<file path="src/rtl/npu_pkg.sv">
//==============================================================================
// Module   : npu_pkg
// Purpose  : Types and default sizes shared by the NPU operand path
//            (vector packer and the pre-activation datapath).
// Contents : NPU_N, NPU_DATA_WIDTH, NPU_CNT_WIDTH default sizes
//            packer_state_t  packer FSM state encoding (FILL, FULL)
//            slot_t          element slot index at the default vector size
//            elem_t          signed element type at the default data width
// Revision : 1.0  initial release
//==============================================================================
`default_nettype none

package npu_pkg;

    localparam int NPU_N          = 4;
    localparam int NPU_DATA_WIDTH = 8;
    localparam int NPU_CNT_WIDTH  = $clog2(NPU_N);

    typedef enum logic {
        FILL = 1'b0,
        FULL = 1'b1
    } packer_state_t;

    typedef logic [NPU_CNT_WIDTH-1:0]         slot_t;
    typedef logic signed [NPU_DATA_WIDTH-1:0] elem_t;

endpackage

`default_nettype wire

</file>
<file path="src/rtl/vector_packer.sv">
//==============================================================================
// Module   : vector_packer
// Purpose  : Gathers a serial stream of x/w element pairs (one pair per beat)
//            plus a bias into one registered packed vector for the
//            pre-activation datapath. Slot i sits at [i*DATA_WIDTH +: DATA_WIDTH].
// Ports    : clk        clock, rising edge
//            rst        asynchronous reset, active-high
//            in_valid   element beat valid
//            in_ready   packer can take a beat (FILL state, not in reset)
//            in_x/in_w  element pair for the current slot
//            in_b       bias, sampled on the slot-0 beat only
//            in_last    early end of vector (VECTOR_PACKER_TLAST_EN only)
//            out_valid  packed vector held and valid
//            out_ready  downstream accepts the held vector
//            out_x/out_w/out_b  registered packed vectors and bias
// Config   : VECTOR_PACKER_TLAST_EN - adds in_last for short vectors
// Revision : 1.0  initial release
//==============================================================================
`default_nettype none

module vector_packer
    import npu_pkg::*;
#(
    parameter int N          = NPU_N,
    parameter int DATA_WIDTH = NPU_DATA_WIDTH
) (
    input  logic                    clk,
    input  logic                    rst,
    input  logic                    in_valid,
    output logic                    in_ready,
    input  logic [DATA_WIDTH-1:0]   in_x,
    input  logic [DATA_WIDTH-1:0]   in_w,
    input  logic [DATA_WIDTH-1:0]   in_b,
`ifdef VECTOR_PACKER_TLAST_EN
    input  logic                    in_last,
`endif
    output logic                    out_valid,
    input  logic                    out_ready,
    output logic [N*DATA_WIDTH-1:0] out_x,
    output logic [N*DATA_WIDTH-1:0] out_w,
    output logic [DATA_WIDTH-1:0]   out_b
);

    localparam int                   CNT_WIDTH = $clog2(N);
    localparam logic [CNT_WIDTH-1:0] SLOT_MAX  = CNT_WIDTH'(N - 1);

    packer_state_t           r_state;
    packer_state_t           w_state_next;
    logic [CNT_WIDTH-1:0]    r_slot;
    logic [N*DATA_WIDTH-1:0] r_x;
    logic [N*DATA_WIDTH-1:0] r_w;
    logic [DATA_WIDTH-1:0]   r_b;
    logic                    w_beat;
    logic                    w_vec_end;

    // in_ready is gated by rst so no beat is offered while reset is held.
    assign in_ready  = ~rst & (r_state == FILL);
    assign out_valid = (r_state == FULL);
    assign w_beat    = in_valid & in_ready;

`ifdef VECTOR_PACKER_TLAST_EN
    assign w_vec_end = (r_slot == SLOT_MAX) | in_last;
`else
    assign w_vec_end = (r_slot == SLOT_MAX);
`endif

    //--------------------------------------------------------------------------
    // State register
    //--------------------------------------------------------------------------
    always_ff @(posedge clk or posedge rst) begin
        if (rst) begin
            r_state <= FILL;
        end else begin
            r_state <= w_state_next;
        end
    end

    //--------------------------------------------------------------------------
    // Next-state logic. Leaving FULL takes one cycle, so the first beat of
    // the next vector is accepted no earlier than the cycle after handshake.
    //--------------------------------------------------------------------------
    always_comb begin
        w_state_next = r_state;
        case (r_state)
            FILL: begin
                if (w_beat && w_vec_end) begin
                    w_state_next = FULL;
                end
            end
            FULL: begin
                if (out_ready) begin
                    w_state_next = FILL;
                end
            end
            default: w_state_next = FILL;
        endcase
    end

    //--------------------------------------------------------------------------
    // Slot counter and packed vector registers. The slot-0 beat clears every
    // other slot so a short (in_last) vector or a vector following a reset
    // never carries stale elements from an earlier vector.
    //--------------------------------------------------------------------------
    always_ff @(posedge clk or posedge rst) begin
        if (rst) begin
            r_slot <= '0;
            r_x    <= '0;
            r_w    <= '0;
            r_b    <= '0;
        end else if (w_beat) begin
            r_slot <= w_vec_end ? '0 : r_slot + 1'b1;
            if (r_slot == '0) begin
                r_b <= in_b;
            end
            for (int i = 0; i < N; i++) begin
                if (r_slot == CNT_WIDTH'(i)) begin
                    r_x[i*DATA_WIDTH +: DATA_WIDTH] <= in_x;
                    r_w[i*DATA_WIDTH +: DATA_WIDTH] <= in_w;
                end else if (r_slot == '0) begin
                    r_x[i*DATA_WIDTH +: DATA_WIDTH] <= '0;
                    r_w[i*DATA_WIDTH +: DATA_WIDTH] <= '0;
                end
            end
        end
    end

    assign out_x = r_x;
    assign out_w = r_w;
    assign out_b = r_b;

endmodule

`default_nettype wire

</file>
<file path="config.mk">
export PLATFORM = sky130hd
export DESIGN_NAME = vector_packer
export DESIGN_NICKNAME = d
export VERILOG_FILES = /design/src/rtl/npu_pkg.sv /design/src/rtl/vector_packer.sv
export SDC_FILE = /design/constraint.sdc
export NUM_CORES = 1
export LEC_CHECK = 0
export ABC_AREA = 1
export CORE_ASPECT_RATIO = 0.75
export CORE_MARGIN = 2
export CORE_UTILIZATION = 33
export DETAILED_ROUTE_END_ITERATION = 6
export GPL_ROUTABILITY_DRIVEN = 0
export GPL_TIMING_DRIVEN = 0
export SLEW_MARGIN = 20
export SYNTH_ARGS = -nofsm -noshare
export SYNTH_HDL_FRONTEND = slang
export SYNTH_SLANG_ARGS = --single-unit
</file>
<file path="constraint.sdc">
create_clock -name clk -period 3.9 [get_ports clk]
set_input_delay 0.78 -clock clk [delete_from_list [all_inputs] [get_ports clk]]
set_output_delay 0.78 -clock clk [all_outputs]
set_load 0.02 [all_outputs]
</file>
==> results.yml, run 1 <==
setup_path:
  worstPathRequired_ns: 3.12
  r2r_end: "out_w[26]$_DFFE_PP0P_"
  arrival_ns: 2.71
  critPathMostFrequentCell: "clkdlybuf4s50_1"
  reg2reg_slack_ns: 2.14
  cp_slowest_stage_delay_ns: 0.64
  critical_path.cell_chain: "clkdlybuf4s50_1 -> nor2_2 -> buf_4 -> buf_2 -> clkdlybuf4s50_1"
  start_kind: "primary input"
  r2r_cells: 8
  crit_type: "primary input to output pin"
  critPathMaxFanout: 10
  slowest_stage: "clkdlybuf4s50_1"
  cp-end-kind: "output pin"
  regToRegStartpoint: "r_slot[0]$_DFFE_PP0P_"
grt:
  grt_pass1_vias: 3066
  grt-ovfl-total: 0
  grt_max_degree: 43
  grt_antenna_before_repair: 0
  grt_usage_pct: 19.7
  grt_pass1_wl_um: 16400
route:
  drt-total-wl_um: 9810
  drc_errors: 0
  vias: 2979
  ant_nets: 0
  via_per_inst: 4.71
  drtIter0Drc: 182
  post_drt_wl_per_cell_um: 15.5
  drt_first_pass_iters: 5
cts:
  post_cts_buffers: 0
  htree_num_levels: 3
  cts.clk_slew.worst_paths_ns: 0.05
  numClockSinks: 75
  cts_resized: 0
  cts_tree: "done"
  clock-root-buffer: "clkbuf_16"
  cts_hold_buf: 0
  cts_max_path_buffers: 2
  cts_buffers: 9
  clk_latency_ns: 0.34
finish:
  synthToLayoutAreaGrowth_pct: 45.8
  num_antenna_cells: 0
  mostFrequentLayoutCells: "nand2_1 (149), clkdlybuf4s50_1 (101), dfrtp_1 (75), nand4_1 (72), inv_1 (23)"
  layout-drive-gt1-share_pct: 7.60
  fin_nets: 527
  final_common_cell: "nand2_1"
floorplanning:
  start_util_pct: 34.0
  coreArea_um2: 9660
  rows: 31
  ios: 102
  die_x_um: 119
  die_height_um: 90.4
  die_area_um2: 10800
yosys:
  ys_warn_count: 0
  ys_top_cells_by_area: "dfrtp_1 (57%), nand2_1 (17%), nand4_1 (14%)"
  synth_nets: 414
  yosysTopAreaCell: "dfrtp_1"
  netlist.area_leader.share_pct: 57.1
  synthCells: 382
  yosysSeqAreaShare_pct: 57.1
  synth-seq-cells: 75
  avgSynthCellArea_um2: 8.61
  synth.distinct_cells: 13
  syn_area_um2: 3290
min_path:
  worstHoldPathCells: 2
  hold_path.class: "register to register"
  worstHoldStart: "out_w[22]$_DFFE_PP0P_"
  min_to: "out_w[22]$_DFFE_PP0P_"
timing:
  finalHoldViolations: 0
  setup_violations: 0
  tightest_slew_ns: 0.512
  skew_ns: 0.00754
  hold_ws_ns: 0.466
  period_share_pct: 89.6
  rsz0062_at_grt: "no"
  slew_headroom_pct: 65.9
  fin_ws_ns: 0.407
  slew_viol_final: 0
  finalCriticalPeriod_ns: 3.49
  fmax_mhz: 286
power:
  p_total_mw: 3.89
  p_leak_nw: 2.41
  power_density_nw_per_um2: 811
  ir_drop_v: 0.000353
placed_design:
  numPortBuffers: 101
  dp_slack_ns: 0.406
  dp_hpwl_um: 7200
job:
  cap_violations: 0
outcome:
  status: "finished clean"
-- stage by stage --
| step | area [µm²] | instances | util [%] | TNS, ns |
|---|---|---|---|---|
| final | 4790 | 632 | 49.6 | 0 |
| after global routing | 4790 | 632 | 49.6 | 0 |
| after CTS | 4790 | 632 | 49.6 | 0 |
| after floorplan | 3290 | 382 | - | 0 |
| after detailed placement | 4490 | 616 | 46.5 | 0 |
| after global placement | 4460 | 615 | 46.2 | -7.30 |
-- critical path: cells and delay by family --
kind / cells / cell delay (ns)
simple gates: 1 / 0.32
buf+inv: 4 / 1.61
-- worst max-delay path by stage --
stage,startpoint,to,depth (start not counted)
3_3_place_gp,rst,out_b[6]$_DFFE_PP0P_,2
6_report,rst,in_ready,5
5_1_grt,rst,in_ready,5
4_1_cts,rst,in_ready,5
3_5_place_dp,rst,in_ready,5
2_1_floorplan,rst,out_b[0]$_DFFE_PP0P_,1
-- power by group --
group	total (mW)	leakage, nW	internal (mW)	switching [mW]
combinational	1.77	1.28	0.757	1.01
clock	0.848	0.150	0.548	0.300
sequential	1.27	0.981	1.09	0.182
total	3.89	2.41	2.40	1.49
-- sequential cells by signal, indices dropped and copies added, names as in the netlist --
signal	count
out_x	32
r_slot	2
out_b	8
out_w	32
out_valid	1
-- layer usage --
metal	share of wire, %	GRT usage (%)	vias to the layer above
li1	-	-	1489
met1	49	28.4	1388
met2	43	28.2	98
met3	8.0	7.26	4
met4	0.39	4.17	0
met5	0	0	-
-- synthesized netlist by cell type, drive strengths merged --
library cell / n
clkbuf: 11
nand3: 5
inv: 24
dfrtp: 75
nor2: 17
nand4: 72
or2: 1
ha: 4
o21ai: 3
nand2: 149
buf: 21
-- cell type report --
cell class              instances  area, µm²
fillers                       911       4860
flip-flops and latches         75       1880
multi-input cells             251       1170
repair buffers                102       1030
clock buffers                  15        278
well taps                     132        165
plain buffers                  32        149
inverters                      24       92.6
clock inverters                 1       30.0
-- cell families (layout without fill, tap and decap cells) --
kind of cell	count (synthesis)	count (layout)	synth area share [%]
flip-flops	75	75	57.1
AND/OR/NAND/NOR	244	244	33.7
adder cells (fa/ha/maj)	4	4	1.52
AO/OA/AOI/OAI	3	3	0.456
buffers and inverters	56	174	7.27
Power figures use the tool's default switching activity.
==> inputs of run 2 (changes only) <==
==> constraint.sdc (replaced) <==
create_clock -name clk -period 4.1 [get_ports clk]
set_input_delay 0.82 -clock clk [delete_from_list [all_inputs] [get_ports clk]]
set_output_delay 0.82 -clock clk [all_outputs]
set_load 0.02 [all_outputs]
==> results of run 2 <==
Same layout as run 1 (identical final DEF). Status: finished clean.
Among the figures that moved: setup slack after placement 0.406 ns -> 0.526 ns; setup slack after layout 0.407 ns -> 0.527 ns; register-to-register setup slack 2.14 ns -> 2.34 ns; total power 3.89 mW -> 3.70 mW; worst IR drop on VDD 0.000353 V -> 0.000336 V
